**src/rtl/fp_pkg.sv**
```systemverilog
`default_nettype none
// ============================================================================
// Module   : fp_pkg
// Purpose  : Shared single-precision constants, field helpers and the
//            prepared-operand record handed from the pre-align stage to the adder.
// Revision : 1.0
// ============================================================================
package fp_pkg;

    localparam int EXP_W = 8;
    localparam int MAN_W = 23;
    localparam int GRS_W = 3;
    localparam int BIAS  = 127;
    localparam int SIG_W = MAN_W + 1 + GRS_W;

    localparam logic [31:0] QNAN    = 32'h7FC0_0000;
    localparam logic [31:0] POS_INF = 32'h7F80_0000;

    typedef struct packed {
        logic              sign;
        logic [EXP_W-1:0]  exp;
        logic [SIG_W-1:0]  man_a;
        logic [SIG_W-1:0]  man_b;
        logic              eff_sub;
        logic              special;
        logic [31:0]       special_result;
    } prep_t;

    // Stage-1 record: the small mantissa is still unshifted
    typedef struct packed {
        logic              sign;
        logic [EXP_W-1:0]  exp;
        logic [EXP_W-1:0]  exp_diff;
        logic [SIG_W-1:0]  man_a;
        logic [SIG_W-1:0]  man_s;
        logic              eff_sub;
        logic              special;
        logic [31:0]       special_result;
    } s1_t;

    function automatic logic f_sign(input logic [31:0] x);
        return x[31];
    endfunction

    function automatic logic [EXP_W-1:0] f_exp(input logic [31:0] x);
        return x[30:23];
    endfunction

    function automatic logic [MAN_W-1:0] f_frac(input logic [31:0] x);
        return x[22:0];
    endfunction

endpackage
`default_nettype wire

```
**src/rtl/fp_addsub_prealign_if.sv**
```systemverilog
`default_nettype none
// ============================================================================
// Module   : fp_addsub_prealign_if
// Purpose  : Operand-in / prepared-operand-out handshake bundle.
// Revision : 1.0
// ============================================================================
interface fp_addsub_prealign_if;

    logic        in_valid;
    logic        in_ready;
    logic [31:0] number1;
    logic [31:0] number2;
    logic        op;
    logic        out_valid;
    logic        out_ready;
    logic        out_sign;
    logic [7:0]  out_exp;
    logic [26:0] out_man_a;
    logic [26:0] out_man_b;
    logic        out_eff_sub;
    logic        out_special;
    logic [31:0] out_special_result;

    modport master (
        output in_valid, number1, number2, op, out_ready,
        input  in_ready, out_valid, out_sign, out_exp, out_man_a, out_man_b,
               out_eff_sub, out_special, out_special_result
    );

    modport slave (
        input  in_valid, number1, number2, op, out_ready,
        output in_ready, out_valid, out_sign, out_exp, out_man_a, out_man_b,
               out_eff_sub, out_special, out_special_result
    );

endinterface
`default_nettype wire

```
**src/rtl/fp_align_shifter.sv**
```systemverilog
`default_nettype none
// ============================================================================
// Module   : fp_align_shifter
// Purpose  : Combinational right shifter folding every shifted-out bit into
//            a sticky OR at bit 0.
// Revision : 1.0
// ============================================================================
module fp_align_shifter #(
    parameter int WIDTH   = 27,
    parameter int SHIFT_W = 8
) (
    input  wire logic [WIDTH-1:0]   i_din,
    input  wire logic [SHIFT_W-1:0] i_shamt,
    output logic      [WIDTH-1:0]   o_dout
);

    logic [WIDTH-1:0] w_shifted;
    logic [WIDTH-1:0] w_lost_mask;

    always_comb begin
        w_shifted   = '0;
        w_lost_mask = '0;
        if (i_shamt >= SHIFT_W'(WIDTH)) begin
            o_dout = {{(WIDTH-1){1'b0}}, |i_din};
        end else begin
            w_shifted   = i_din >> i_shamt;
            w_lost_mask = ~({WIDTH{1'b1}} << i_shamt);
            o_dout      = {w_shifted[WIDTH-1:1], w_shifted[0] | (|(i_din & w_lost_mask))};
        end
    end

endmodule
`default_nettype wire

```
**src/rtl/fp_addsub_prealign.sv**
```systemverilog
`default_nettype none
// ============================================================================
// Module   : fp_addsub_prealign
// Purpose  : Two-stage unpack/classify/swap then align pipeline feeding the
//            mantissa adder, with valid/ready on both sides.
// Revision : 1.0
// ============================================================================
module fp_addsub_prealign #(
    parameter int EXP_W = 8,
    parameter int MAN_W = 23,
    parameter int GRS_W = 3
) (
    input  wire logic              clk,
    input  wire logic              rst,
    fp_addsub_prealign_if.slave    bus
);
    import fp_pkg::*;

    localparam int SIG_W_L = MAN_W + 1 + GRS_W;

    logic               w_en1, w_en2;
    logic               r_v1, r_v2;
    s1_t                r_s1, w_s1;
    prep_t              r_p, w_p;

    logic               w_a_sign, w_b_sign, w_swap, w_eff_sub;
    logic [EXP_W-1:0]   w_a_exp, w_b_exp, w_a_exp_eff, w_b_exp_eff;
    logic [MAN_W-1:0]   w_a_frac, w_b_frac;
    logic [SIG_W_L-1:0] w_a_man, w_b_man, w_man_b_aligned;
    logic               w_a_nan, w_b_nan, w_a_inf, w_b_inf, w_a_zero, w_b_zero;

    assign w_en2        = !r_v2 || bus.out_ready;
    assign w_en1        = !r_v1 || w_en2;
    assign bus.in_ready = w_en1;

    // Stage 1: unpack, classify and order by magnitude
    always_comb begin
        w_a_sign    = f_sign(bus.number1);
        w_b_sign    = f_sign(bus.number2) ^ bus.op;
        w_a_exp     = f_exp(bus.number1);
        w_b_exp     = f_exp(bus.number2);
        w_a_frac    = f_frac(bus.number1);
        w_b_frac    = f_frac(bus.number2);
        w_a_exp_eff = (w_a_exp == '0) ? EXP_W'(1) : w_a_exp;
        w_b_exp_eff = (w_b_exp == '0) ? EXP_W'(1) : w_b_exp;
        w_a_man     = {(w_a_exp != '0), w_a_frac, {GRS_W{1'b0}}};
        w_b_man     = {(w_b_exp != '0), w_b_frac, {GRS_W{1'b0}}};
        w_a_nan     = (&w_a_exp) && (w_a_frac != '0);
        w_b_nan     = (&w_b_exp) && (w_b_frac != '0);
        w_a_inf     = (&w_a_exp) && (w_a_frac == '0);
        w_b_inf     = (&w_b_exp) && (w_b_frac == '0);
        w_a_zero    = (w_a_exp == '0) && (w_a_frac == '0);
        w_b_zero    = (w_b_exp == '0) && (w_b_frac == '0);
        w_swap      = bus.number2[30:0] > bus.number1[30:0];
        w_eff_sub   = w_a_sign ^ w_b_sign;

        w_s1         = '0;
        w_s1.eff_sub = w_eff_sub;
        if (w_swap) begin
            w_s1.sign     = w_b_sign;
            w_s1.exp      = w_b_exp_eff;
            w_s1.exp_diff = w_b_exp_eff - w_a_exp_eff;
            w_s1.man_a    = w_b_man;
            w_s1.man_s    = w_a_man;
        end else begin
            w_s1.sign     = w_a_sign;
            w_s1.exp      = w_a_exp_eff;
            w_s1.exp_diff = w_a_exp_eff - w_b_exp_eff;
            w_s1.man_a    = w_a_man;
            w_s1.man_s    = w_b_man;
        end

        w_s1.special = 1'b1;
        if (w_a_nan || w_b_nan) begin
            w_s1.special_result = QNAN;
        end else if (w_a_inf && w_b_inf && w_eff_sub) begin
            w_s1.special_result = QNAN;
        end else if (w_a_inf) begin
            w_s1.special_result = POS_INF | {w_a_sign, 31'b0};
        end else if (w_b_inf) begin
            w_s1.special_result = POS_INF | {w_b_sign, 31'b0};
        end else if (w_a_zero && w_b_zero) begin
            w_s1.special_result = {w_a_sign & w_b_sign, 31'b0};
        end else begin
            w_s1.special        = 1'b0;
            w_s1.special_result = '0;
        end
    end

    fp_align_shifter #(
        .WIDTH   (SIG_W_L),
        .SHIFT_W (EXP_W)
    ) u_align (
        .i_din   (r_s1.man_s),
        .i_shamt (r_s1.exp_diff),
        .o_dout  (w_man_b_aligned)
    );

    // Stage 2: align the smaller mantissa, everything else passes through
    always_comb begin
        w_p                = '0;
        w_p.sign           = r_s1.sign;
        w_p.exp            = r_s1.exp;
        w_p.man_a          = r_s1.man_a;
        w_p.man_b          = w_man_b_aligned;
        w_p.eff_sub        = r_s1.eff_sub;
        w_p.special        = r_s1.special;
        w_p.special_result = r_s1.special_result;
    end

    always_ff @(posedge clk) begin
        if (rst) begin
            r_v1 <= 1'b0;
            r_v2 <= 1'b0;
            r_s1 <= '0;
            r_p  <= '0;
        end else begin
            if (w_en1) begin
                r_v1 <= bus.in_valid;
                if (bus.in_valid) begin
                    r_s1 <= w_s1;
                end
            end
            if (w_en2) begin
                r_v2 <= r_v1;
                if (r_v1) begin
                    r_p <= w_p;
                end
            end
        end
    end

    assign bus.out_valid          = r_v2;
    assign bus.out_sign           = r_p.sign;
    assign bus.out_exp            = r_p.exp;
    assign bus.out_man_a          = r_p.man_a;
    assign bus.out_man_b          = r_p.man_b;
    assign bus.out_eff_sub        = r_p.eff_sub;
    assign bus.out_special        = r_p.special;
    assign bus.out_special_result = r_p.special_result;

endmodule
`default_nettype wire
```
**src/flat_wrapper.sv**
```systemverilog
// flat-port wrapper written by rule: the top's interface ports become plain ports
module fp_addsub_prealign_flat import fp_pkg::*;
#(
    parameter int EXP_W = 8,
    parameter int MAN_W = 23,
    parameter int GRS_W = 3
)
  (clk, rst, bus_in_valid, bus_number1, bus_number2, bus_op, bus_out_ready, bus_in_ready, bus_out_valid, bus_out_sign, bus_out_exp, bus_out_man_a, bus_out_man_b, bus_out_eff_sub, bus_out_special, bus_out_special_result);
  fp_addsub_prealign_if bus_i ();
  input  wire logic clk;
  input  wire logic rst;
  input wire logic [$bits(bus_i.in_valid)-1:0] bus_in_valid;
  input wire logic [$bits(bus_i.number1)-1:0] bus_number1;
  input wire logic [$bits(bus_i.number2)-1:0] bus_number2;
  input wire logic [$bits(bus_i.op)-1:0] bus_op;
  input wire logic [$bits(bus_i.out_ready)-1:0] bus_out_ready;
  output wire logic [$bits(bus_i.in_ready)-1:0] bus_in_ready;
  output wire logic [$bits(bus_i.out_valid)-1:0] bus_out_valid;
  output wire logic [$bits(bus_i.out_sign)-1:0] bus_out_sign;
  output wire logic [$bits(bus_i.out_exp)-1:0] bus_out_exp;
  output wire logic [$bits(bus_i.out_man_a)-1:0] bus_out_man_a;
  output wire logic [$bits(bus_i.out_man_b)-1:0] bus_out_man_b;
  output wire logic [$bits(bus_i.out_eff_sub)-1:0] bus_out_eff_sub;
  output wire logic [$bits(bus_i.out_special)-1:0] bus_out_special;
  output wire logic [$bits(bus_i.out_special_result)-1:0] bus_out_special_result;
  assign bus_i.in_valid = bus_in_valid;
  assign bus_i.number1 = bus_number1;
  assign bus_i.number2 = bus_number2;
  assign bus_i.op = bus_op;
  assign bus_i.out_ready = bus_out_ready;
  assign bus_in_ready = bus_i.in_ready;
  assign bus_out_valid = bus_i.out_valid;
  assign bus_out_sign = bus_i.out_sign;
  assign bus_out_exp = bus_i.out_exp;
  assign bus_out_man_a = bus_i.out_man_a;
  assign bus_out_man_b = bus_i.out_man_b;
  assign bus_out_eff_sub = bus_i.out_eff_sub;
  assign bus_out_special = bus_i.out_special;
  assign bus_out_special_result = bus_i.out_special_result;
  fp_addsub_prealign #(.EXP_W(EXP_W), .MAN_W(MAN_W), .GRS_W(GRS_W)) u_core (.clk(clk), .rst(rst), .bus(bus_i));
endmodule
```
**config.mk**
```make
export PLATFORM = sky130hd
export DESIGN_NAME = fp_addsub_prealign_flat
export DESIGN_NICKNAME = d
export VERILOG_FILES = /design/src/rtl/fp_pkg.sv /design/src/rtl/fp_addsub_prealign_if.sv /design/src/rtl/fp_align_shifter.sv /design/src/rtl/fp_addsub_prealign.sv /design/src/flat_wrapper.sv
export SDC_FILE = /design/constraint.sdc
export NUM_CORES = 1
export LEC_CHECK = 0
export ABC_CLOCK_PERIOD_IN_PS = 4200
export CAP_MARGIN = 20
export CORE_UTILIZATION = 46
export DETAILED_ROUTE_END_ITERATION = 6
export GPL_ROUTABILITY_DRIVEN = 0
export PLACE_DENSITY = 0.83
export SYNTH_ARGS = -nofsm -noshare
export SYNTH_HDL_FRONTEND = slang
export SYNTH_HIERARCHICAL = 1
export SYNTH_SLANG_ARGS = --single-unit
```
**constraint.sdc**
```tcl
create_clock -name clk -period 4.2 [get_ports clk]
set_input_delay 1.05 -clock clk [delete_from_list [all_inputs] [get_ports clk]]
set_output_delay 1.05 -clock clk [all_outputs]
set_load 0.02 [all_outputs]
```
# After elaboration in Yosys (flattened, before gate mapping)
# Index checks and enable logic that the tools add are counted.
# W data, S select, Z words.
[word_totals] regBits=204 inputBits=69 out_inout_bits=99 word_cells=71
[op_classes] n_addsub=2 magnitude_cmp=2 shifts=2 n_mux=14 bitwise_logic=6 reduce_logical=28
[ops] op="$mux W32" count=5
[ops] op="$mux W71" count=1
[ops] op="$reduce_or A27 Y1" count=2
[ops] op="$logic_not A23 Y1" count=2
[ops] op="$reduce_bool A23 Y1" count=2
[ops] op="$gt A31 B31 Y1" count=1
[ops] op="$and A27 B27 Y27" count=1
[ops] op="$mux W27" count=1
[ops] op="$not A27 Y27" count=1
[ops] op="$shl A27 B8 Y27 const A" count=1
[ops] op="$shr A27 B8 Y27" count=1
[ops] op="$logic_not A8 Y1" count=2
[ops] op="$mux W8" count=2
[ops] op="$reduce_and A8 Y1" count=2
[ops] op="$reduce_bool A8 Y1" count=2
[ops] op="$sub A8 B8 Y8" count=2
[ops] op="$logic_and A1 B1 Y1" count=9
[ops] op="$ge A8 B5 Y1 const B" count=1
[ops] op="$mux W1" count=5
[ops] op="$reduce_and A2 Y1" count=2
[ops] op="$logic_or A1 B1 Y1" count=3
[ops] op="$logic_not A1 Y1" count=2
[ops] op="$xor A1 B1 Y1" count=2
[ops] op="$and A1 B1 Y1" count=1
[ops] op="$or A1 B1 Y1" count=1

# Logic depth before layout (Yosys ltp)
[depth] depth_word=8 mapped_depth=12 depth_no_buf=12

# Modules after synthesis
# The synthesis kept the hierarchy.
[modules_own_cells] module="fp_addsub_prealign" n_inst=1 cells_each=956 area_per_inst_um2=7128.1 seq_area_each_um2=2742.6
[modules_own_cells] module="fp_align_shifter" n_inst=1 cells_each=296 area_per_inst_um2=1978.1 seq_area_each_um2=0.0

# Worst setup path before layout
# OpenSTA, ideal clock, no wires.
[synth_timing] path_type="input -> register" from="in bus_number1[23]" to="reg u_core/r_s1[94] (netlist name)" arrival_time_ps=3154 t_required_ps=4083 path_slack_ps=928 path_stages=12 cell_sequence="nor4_1 a21oi_1 inv_1 ha_1 inv_1 ha_1 o21a_1 o21a_1 o21ba_2 or4_1 a21oi_1 nor3_1"
[synth_via] elab_chain_len=4 elab_cells_between_ends=6 classes_between="2 x add/sub; 1 x order compare; 2 x mux; 1 x reduce/logical"
[synth_rtl] element="start: declaration" line_no="flat_wrapper.sv:13" text="input wire logic [$bits(bus_i.number1)-1:0] bus_number1;"
[synth_rtl] element="$logic_not A8 Y1" line_no="fp_addsub_prealign.sv:44" text="w_a_exp_eff = (w_a_exp == '0) ? EXP_W'(1) : w_a_exp;"
[synth_rtl] element="$mux W8" line_no="fp_addsub_prealign.sv:44"
[synth_rtl] element="$sub A8 B8 Y8, on equally long branches" line_no="fp_addsub_prealign.sv:68, fp_addsub_prealign.sv:62"
[synth_rtl] element="$mux W71 (*)" line_no="fp_addsub_prealign.sv:59" text="if (w_swap) begin"
[synth_rtl] element="end signal: assignment" line_no="fp_addsub_prealign.sv:121" text="r_s1 <= w_s1;"
[synth_rtl] element="end: declaration" line_no="fp_addsub_prealign.sv:23" text="s1_t r_s1, w_s1;"
# Every way passes the cells marked *; elsewhere a longest branch is shown, timed or not.
# A chain may end at the register's enable or synchronous reset.

# Worst setup path in the final report
[layout_timing] from="in bus_number1[25]" to="reg u_core/r_s1[77] (netlist name)"
[layout_via] elab_chain_len=2
[layout_rtl] element="$gt A31 B31 Y1" line_no="fp_addsub_prealign.sv:54" text="w_swap = bus.number2[30:0] > bus.number1[30:0];"
[layout_rtl] element="$mux W71" line_no="fp_addsub_prealign.sv:59"
# Every way passes these cells.

==> results.json <==
{
  "status": "finished with violations",
  "violations": "DRC",
  "syn_area_mm2": 0.00911,
  "routed_wl_mm": 27.9,
  "drv_slew": 0,
  "maxCapViolations": 0,
  "worst_pin_slew_ns": 0.925,
  "clockBufferDepth": 2,
  "required_ns": 4.53,
  "ys_warn_count": 6,
  "ys_types": 66,
  "remaining_drc_errors": 7,
  "post_dp_cell_area_mm2": 0.0106,
  "setup_violations": 0,
  "ant_nets": 0,
  "synth_top_area_share_pct": 30.1,
  "start_util_pct": 46.8,
  "drt_iter0_markers": 1204,
  "vdd_drop_max_mv": 0.297,
  "end_kind": "flip-flop",
  "worstPathArrival_ns": 4.09,
  "grt.overflow.total": 0,
  "cts_made_buffers": 17,
  "clkSlewWorstSetupHoldPaths_ns": 0.07,
  "startpoint_type": "input port",
  "min_path_type": "reg2reg",
  "power_density_mw_per_mm2": 358,
  "diodes": 0,
  "synth_area_leader_cell": "dfxtp_1",
  "clk_latency_ns": 0.44,
  "timing.rr.start": "u_core/r_s1[88]",
  "die_area_mm2": 0.0204,
  "core_mm2": 0.0195,
  "synth_area_leaders": "dfxtp_1, nand2_1, a21oi_1, ha_1, o21ai_0",
  "seq_area_frac_synth_pct": 30.1,
  "cts_max_level": 4,
  "cts_tree": "built",
  "holdCritStartpoint": "u_core/r_s1[103]",
  "drive_above_1_share_pct": 7.07,
  "vias": 9677,
  "grt_pass1_wl_mm": 44.9,
  "nNetsFinal": 1460,
  "syn_inst": 1252,
  "fin_crit_sh_pct": 89.4,
  "portBuffers": 142,
  "cts.sinks": 137,
  "wl_per_cell_um": 17.2,
  "crit_start": "bus_number1[25]",
  "min_period_ns": 3.76,
  "postCtsHoldBufs": 0,
  "skew_ns": 0.0110,
  "area_growth_syn_to_layout_pct": 23.1,
  "postSynthAreaPerCell_um2": 7.27,
  "grt_pass1_vias": 8879,
  "antenna_found_initial": 0,
  "hold_viol": 0,
  "viasPerCell": 5.96,
  "cts-resized-gates": 0,
  "io_pins": 168,
  "rsz0062_at_grt": "no",
  "synth-async-reset-ratio_pct": 0,
  "grt_usage_pct": 27.9,
  "power_leakage_nw": 4.33,
  "path_max_fanout": 46,
  "place_hpwl_mm": 20.1,
  "synthFlopType": "dfxtp_1",
  "die_x_um": 143,
  "maxSlewHeadroom_pct": 38.3,
  "critPathKind": "in2reg",
  "fin_area_mm2": 0.0112,
  "grt_max_degree": 89,
  "multiInputGateArea_mm2": 0.00565,
  "tns_ns": 0,
  "fill_cells": 1742,
  "max_freq_mhz": 266,
  "fp.dieH_um": 143,
  "whs_ns": 0.454,
  "postCtsSetupRepairBufs": 0,
  "regArea_mm2": 0.00274,
  "ys_seq_elements": 137,
  "synth_edf_count": 0,
  "rows": 51,
  "firstDrtPassIters": 7,
  "clock_tree.root_cell": "clkbuf_16"
}
layout by cell type, fill, tap and decap left out, types with 19 or more instances in the layout:
cell type and count:
nand2_1 279, clkdlybuf4s50_1 141, dfxtp_1 136, a21oi_1 120, nor2_1 83, o21ai_0 74, inv_1 58, a31oi_1 46
ha_1 46, conb_1 39, nor3_1 30, mux2i_1 27, nor4_1 24, nand3_1 19
critical path, stage by stage:
cell,delay [ns]
clkdlybuf4s50_1,0.63
inv_1,0.09
ha_1,0.33
nand4_1,0.19
nor4_2,0.35
and2b_1,0.19
o21ai_1,0.11
nand2_2,0.27
buf_4,0.48
nand2_1,0.12
a311oi_1,0.26
registers in the layout (all words and copies together), names as in the netlist:
signal,cells
u_core/bus.out_eff_sub,1
u_core/bus.out_exp,8
u_core/bus.out_man_a,24
u_core/bus.out_man_b,27
u_core/bus.out_sign,1
u_core/bus.out_special,1
u_core/bus.out_special_result,3
u_core/bus.out_valid,1
u_core/r_s1,70
u_core/r_v1,1
power breakdown:
part           total [W]  internal (W)  switching, W
combinational    0.00104      0.000408      0.000630
clock            0.00149      0.000804      0.000688
sequential       0.00148       0.00138      0.000103
metal layers:
layer / wire (µm) / GRT usage (%) / vias up
met5: 0 / 0 / -
met4: 849 / 12.1 / 0
met3: 2660 / 5.10 / 75
met2: 13000 / 44.6 / 567
met1: 11500 / 36.6 / 4509
li1: - / - / 4526
final timing paths:
kind              cells after the start                       to  slack, ns
setup / recovery                     11          u_core/r_s1[77]       0.44
hold / removal                        2    u_core/bus.out_exp[7]       0.45
hold reg to reg                       2    u_core/bus.out_exp[7]       0.45
setup reg to reg                     10  u_core/bus.out_man_b[0]       1.44
cell usage after synthesis (4+ instances only):
| cell type | n |
|---|---|
| nand2_1 | 279 |
| dfxtp_1 | 137 |
| a21oi_1 | 121 |
| nor2_1 | 83 |
| o21ai_0 | 74 |
| clkbuf_1 | 71 |
| inv_1 | 58 |
| a31oi_1 | 46 |
| ha_1 | 46 |
| buf_4 | 34 |
| nor3_1 | 30 |
| mux2i_1 | 27 |
| nor4_1 | 24 |
| nand3_1 | 19 |
| a311oi_1 | 17 |
| nand4_1 | 15 |
| a211oi_1 | 14 |
| mux2_2 | 14 |
| buf_2 | 13 |
| mux4_2 | 11 |
| nor2b_1 | 9 |
| buf_1 | 7 |
| o31ai_1 | 7 |
| o211ai_1 | 6 |
| o21a_1 | 6 |
| or3_1 | 6 |
| a21o_1 | 5 |
| o21bai_1 | 5 |
| a221oi_1 | 4 |
| and2_1 | 4 |
| and3_1 | 4 |
| buf_6 | 4 |
| or4_1 | 4 |
per-stage QoR:
stage / setup WS [ns] / power, W / std cells / util (%)
2_1_floorplan: 0.928 / 0.00219 / 1290 / -
3_3_place_gp: 0.203 / 0.00248 / 1591 / 54.5
3_5_place_dp: 0.0789 / 0.00250 / 1591 / 54.5
4_1_cts: 0.449 / 0.00399 / 1623 / 57.6
5_1_grt: 0.201 / 0.00417 / 1623 / 57.6
6_report: 0.443 / 0.00401 / 1623 / 57.6
cells by family (layout without fill, tap and decap cells):
logic type / count (synthesis) / in the layout / synth area share [%]
adders and majority gates: 48 / 48 / 6.54
AOI/OAI and AO/OA: 336 / 336 / 22.6
and+or+nand+nor: 488 / 488 / 23.4
xor gates and xnor gates: 2 / 2 / 0.192
other: 1 / 39 / 0.0412
DFF: 137 / 137 / 30.1
muxes: 52 / 52 / 7.42
buffers and inverters: 188 / 256 / 9.66
layout make-up:
class                      instances  area share, %
clock buffer                      17           3.80
clock inverter                    15           1.55
inverter                          59           1.98
multi-input combinational        965           50.4
sequential                       137           24.5
tap                              265           2.96
timing repair buffer             165           14.8
No activity file was read; power rests on OpenSTA's default activity.
